==> config.mk <==
export PLATFORM = sky130hd
export DESIGN_NAME = minv_reg_ctrl
export DESIGN_NICKNAME = d
export VERILOG_FILES = /design/src/rtl/minv_reg_ctrl.sv
export SDC_FILE = /design/constraint.sdc
export NUM_CORES = 1
export LEC_CHECK = 0
export BUFFER_PORTS_ARGS = -buffer_cell sky130_fd_sc_hd__clkbuf_2
export CORE_MARGIN = 2
export CORE_UTILIZATION = 40
export DETAILED_ROUTE_END_ITERATION = 8
export PLACE_DENSITY = 0.79
export SETUP_SLACK_MARGIN = 0.2
export SYNTH_ARGS = -nofsm -noshare
export SYNTH_HDL_FRONTEND = slang
export SYNTH_SLANG_ARGS = --single-unit
==> constraint.sdc <==
create_clock -name clk -period 2.2 [get_ports clk]
set_input_delay 0.22 -clock clk [delete_from_list [all_inputs] [get_ports clk]]
set_output_delay 0.22 -clock clk [all_outputs]
set_load 0.005 [all_outputs]
==> src/rtl/minv_reg_ctrl.sv <==
// Sequencer for the 256-bit modular-inverse V register: word-serial load,
// multi-bit right shift and non-destructive (rotating) word-serial readout.
module minv_reg_ctrl #(
  parameter int WORDS = 16,
  parameter int SHW   = 9
) (
  input  logic           clk,
  input  logic           rst_n,
  input  logic           load_start,
  input  logic           shift_start,
  input  logic [SHW-1:0] shift_amt,
  input  logic           read_start,
  input  logic [15:0]    din,
  input  logic           din_valid,
  output logic           din_ready,
  output logic [15:0]    dout,
  output logic           dout_valid,
  input  logic           dout_ready,
  input  logic [15:0]    reg_lsw,
  output logic [15:0]    reg_din,
  output logic           reg_we,
  output logic           reg_sel_cyc,
  output logic           reg_sel_rs,
  output logic           busy,
  output logic           done
);

  typedef enum logic [1:0] {IDLE, LOAD, SHIFT, READ} state_t;

  localparam logic [SHW-1:0] LAST = SHW'(WORDS - 1);
  localparam logic [SHW-1:0] ONE  = SHW'(1);

  state_t         state, state_nxt;
  logic [SHW-1:0] cnt, cnt_nxt;
  logic           done_nxt;

  always_ff @(posedge clk or negedge rst_n) begin
    if (!rst_n) begin
      state <= IDLE;
      cnt   <= '0;
      done  <= 1'b0;
    end else begin
      state <= state_nxt;
      cnt   <= cnt_nxt;
      done  <= done_nxt;
    end
  end

  // Commands only land in IDLE; load beats shift beats read.
  always_comb begin
    state_nxt = state;
    cnt_nxt   = cnt;
    done_nxt  = 1'b0;
    unique case (state)
      IDLE: begin
        if (load_start) begin
          state_nxt = LOAD;
          cnt_nxt   = '0;
        end else if (shift_start) begin
          cnt_nxt = shift_amt;
          if (shift_amt == '0) done_nxt  = 1'b1;
          else                 state_nxt = SHIFT;
        end else if (read_start) begin
          state_nxt = READ;
          cnt_nxt   = '0;
        end
      end
      LOAD: begin
        if (din_valid) begin
          cnt_nxt = cnt + ONE;
          if (cnt == LAST) begin
            state_nxt = IDLE;
            done_nxt  = 1'b1;
          end
        end
      end
      // cnt==1 marks the final shift write, so exactly shift_amt writes occur
      SHIFT: begin
        cnt_nxt = cnt - ONE;
        if (cnt == ONE) begin
          state_nxt = IDLE;
          done_nxt  = 1'b1;
        end
      end
      READ: begin
        if (dout_ready) begin
          cnt_nxt = cnt + ONE;
          if (cnt == LAST) begin
            state_nxt = IDLE;
            done_nxt  = 1'b1;
          end
        end
      end
      default: state_nxt = IDLE;
    endcase
  end

  always_comb begin
    din_ready   = 1'b0;
    dout_valid  = 1'b0;
    reg_we      = 1'b0;
    reg_sel_cyc = 1'b0;
    reg_sel_rs  = 1'b0;
    unique case (state)
      LOAD: begin
        din_ready = 1'b1;
        reg_we    = din_valid;
      end
      SHIFT: begin
        reg_we     = 1'b1;
        reg_sel_rs = 1'b1;
      end
      READ: begin
        dout_valid  = 1'b1;
        reg_we      = dout_ready;
        reg_sel_cyc = dout_ready;
      end
      default: ;
    endcase
  end

  assign dout    = reg_lsw;
  assign reg_din = din;
  assign busy    = (state != IDLE);

endmodule

* After elaboration in Yosys (flattened, before gate mapping)
Index checks and enable logic that the tools add are counted.
Cells by class: add/sub/neg operators 2, eq/ne operators 10, muxes and demuxes 28, reduce and logical (&&, ||, !) cells 5
Operator list (number):
- $mux W9 | 5
- $pmux W9 S4 | 1
- $mux W2 | 8
- $mux W1 | 11
- $add A9 B1 Y9 const B | 1
- $eq A9 B1 Y1 const B | 1
- $eq A9 B4 Y1 const B | 1
- $logic_not A9 Y1 | 1
- $sub A9 B1 Y9 const B | 1
- $ne A4 B4 Y1 const B | 2
- $pmux W2 S4 | 1
- $ne A2 B2 Y1 const B | 3
- $reduce_and A5 Y1 | 1
- $eq A2 B2 Y1 const B | 2
- $pmux W1 S4 | 1
- $pmux W1 S3 | 1
- $reduce_and A3 Y1 | 1
- $eq A2 B1 Y1 const B | 1
- $logic_not A2 Y1 | 1
- $reduce_bool A2 Y1 | 1
Storage, ports and cells: register bits after elaboration 12, output and inout port bits 39

* Logic depth before layout (Yosys ltp)
depth in word-level cells 5, mapped depth 7, gate-level depth less buffers 6

* Worst setup path after synthesis
No wires, ideal clock.
path type reg-to-reg, from register cnt[0], to register cnt[6], setup time 126 ps, data arrival time 1684 ps, slack 390 ps, stages on the path, launching flop included 8, buffers on the path 1, period minus slack after synthesis 1810 ps, cells stage by stage dfrtp_1 > inv_1 > ha_1 > or3b_1 > buf_2 > nor3_1 > o21ai_0 > a221o_1
On the way: cells in the longest elaborated chain, start to end 3, elaborated cells between the ends (all ways) 5, classes of those cells 2 x add/sub; 3 x mux
Ends and longest elaborated chain:
- from (decl) | RTL line 34 | logic [SHW-1:0] cnt, cnt_nxt;
- from (signal assigned) | RTL line 44 | cnt <= cnt_nxt;
- $add A9 B1 Y9 | RTL line 70, 87
- $mux W9, on equally long branches | RTL line 86, 69
- $pmux W9 S4 * | RTL line 54 | unique case (state)
Every way passes the cells marked *; elsewhere a longest branch is shown, timed or not. The select of a mux whose other input is x is not followed. A chain may end at the register's enable or synchronous reset.

* Worst setup path in the final report
Same ends and word-level chain as after synthesis.

==> metrics.txt <==
Post-synth top cells 33 x buf_4, 13 x nand2_1, 12 x dfrtp_1, 12 x o21ai_0, 10 x nor2_1; DR pass1 iterations 4; MaxCap Viol Count 0; Worst EP required 2360 ps; most frequent cell after synthesis buf_4; synthesis-to-finish area growth -4.87%; Worst Setup SP cnt[0]; cell row count 20; Post-CTS Setup Bufs 0; worst skew pair latency 270 ps; Post-Synthesis Cells 162; via count about 1100; highest-delay cell along the critical path dfrtp_2; RSZ-0062 raised after global routing no; DIE AREA 0.00368 mm²; drt drc 0; fmax 535 MHz; crit path kind reg2reg; final wirelength between 2000 and 3000 µm; fraction of layout cells with a size suffix above 1 25.8%; fill count 349; crit path to cnt[6]; worst-path cell chain inv_1 -> ha_1 -> or3b_4 -> nor3_1 -> o21ai_0 -> a221o_1; Startpoint Class register; Reg2Reg Setup Slack 330 ps; CTS max path bufs 2; Post-synth EDFFs 0; clk_skew 2.31 ps; YS warnings 0; max incr delay on CP approximately 460 ps; first-iteration detailed-routing DRC count 31; crit path DAT 2030 ps; hpwl dp 2120 µm; Die H just over 60 µm; Antenna Cells 0; Reg-to-Reg End cnt[6]; I/O Buffers 22; endpoints failing setup 0; total CTS buffers 3; Worst Setup Slack, final 329 ps; Synthesized Nets between 200 and 250; drt wl/cell about 14 µm; IO Pins 87; share of the yosys chip area belonging to registers about a quarter; status complete, no violations; Worst Tran Pin Value 412 ps; Reg2Reg Depth 6; post-synthesis register bit count 12; gr ovfl total 0; leak pwr 0.513 nW; CP Max Fanout 8; clock root buffer clkbuf_4; CTS tree done; initial antenna violation count 0; Mapped Area 0.00128 mm²; core region area 0.00305 mm²; top post-synthesis cells by area dfrtp_1 23%, buf_4 19%, o21ai_0 4.7%; Setup WS pre-CTS 287 ps; hold crit path type in2reg; Reg area around 300 µm²; Cells after DPL 191; vias in the first global route 1075; Detail Route Antenna Nets 0; largest net degree at the start of global routing 16; CTS Sinks 12; CP Capture Type register; syn avg cell area 7.93 µm²; Peak VDD IR 0.000706 V; Total Nets Final 204; max_slew headroom between 70% and 80%; multi-input logic area 659 µm²; Final Cycle Share 85.0%; routed vias/inst approximately 5.7; cell area power density around 1300 mW/mm²; final std cells w/o fill 195; hold_ws 191 ps; library cells used by synthesis 43; Post-synth top flop dfrtp_1; share of synthesized flip-flops with an asynchronous set or reset 100%; clock slew at reported path FFs 70 ps; GRT Overall Usage roughly 17%; Initial Util 42.1%; r2r startpoint cnt[0]; Final min period 1870 ps; first-pass GRT wire length 4770 µm; Fin. Hold Viols 0; RePlAce Congestion 0.858; setup_tns 0 ps; max-slew violation count 0; top cell type's share of synthesized area about a quarter; width of the die around 60 µm; H-tree Lvls 1; cell taking the most area after synthesis dfrtp_1; hold_sp load_start
worst min path at each step:
| stage | end | slack [ps] | depth (start not counted) |
|---|---|---|---|
| after floorplan | cnt[0] | -80 | 0 |
| after CTS | cnt[4] | 190 | 2 |
| final | state[1] | 190 | 2 |
| after detailed placement | cnt[6] | 130 | 1 |
| after global placement | cnt[5] | 130 | 1 |
| after global routing | cnt[4] | 210 | 2 |
stage by stage:
| step | total power [mW] | utilization [%] | instance area, µm² |
|---|---|---|---|
| 5_1_grt | 1.78 | 40.0 | 1220 |
| 3_3_place_gp | 1.42 | 38.9 | 1190 |
| 6_report | 1.58 | 40.0 | 1220 |
| 2_1_floorplan | 1.28 | - | 1280 |
| 3_5_place_dp | 1.44 | 38.9 | 1190 |
| 4_1_cts | 1.58 | 39.9 | 1220 |
area by class of cell:
class,instances,share of cell area (%)
inverters,7,2.15
well taps,44,4.50
flip-flops and latches,12,24.7
multi-input cells,101,53.9
repair buffers,28,12.9
clock buffers,3,1.84
layer usage:
layer	global-route usage, %	routed length (µm)	up-vias
li1	-	-	533
met1	22.8	1130	537
met2	27.5	1320	41
met3	3.62	221	6
met4	8.39	61	0
met5	0	0	-
sequential cells by signal, summed over array words and instances, names as in the netlist:
| register | cells |
|---|---|
| done | 1 |
| cnt | 9 |
| state | 2 |
worst max-delay path: cells and delay by family (launching register included):
family	cells	cell delay (ps)
AO/OA/AOI/OAI	2	470
adder cells (fa/ha/maj)	1	180
buffers and inverters	1	90
AND/OR/NAND/NOR	2	550
flip-flops	1	460
cells by family (layout without fill, tap and decap cells):
group | Yosys count | after routing | synth area share (%)
AOI/OAI and AO/OA | 45 | 45 | 24.8
xor gates and xnor gates | 2 | 2 | 1.36
adders and majority gates | 3 | 3 | 2.92
buffers and inverters | 49 | 38 | 25.5
DFF | 12 | 12 | 23.4
muxes | 1 | 1 | 0.876
and+or+nand+nor | 50 | 50 | 21.1
report_power, final:
group | leakage (nW) | internal [mW] | switching (mW)
clock | 0.0138 | 0.0635 | 0.0698
sequential | 0.133 | 0.327 | 0.182
combinational | 0.366 | 0.462 | 0.480
total | 0.513 | 0.852 | 0.732
cell usage in the layout, fill, tap and decap left out, drive strengths merged, types with 2 or more instances in the layout:
master	synthesis	layout
o41ai	2	2
nor2	10	10
nor3	5	5
o31a	2	2
buf	40	5
o31ai	2	2
a21oi	8	8
o21ai	12	12
nand4	2	2
a31oi	2	2
nand2	13	13
inv	7	7
nor4	3	3
a221oi	2	2
nor4b	3	3
a22oi	2	2
and3	2	2
clkbuf	2	25
nand3	2	2
or3	3	3
xnor2	2	2
and2	2	2
a221o	4	4
dfrtp	12	12
or4	2	2
a21bo	2	2
ha	3	3
timing repair:
action / CTS / global route
endpoints found under the setup margin: 0 / 1
hold buffers: 1 / 0
resized for setup: 0 / 2
hold endpoints to repair: 12 / 0
No activity file was read; power rests on OpenSTA's default activity.
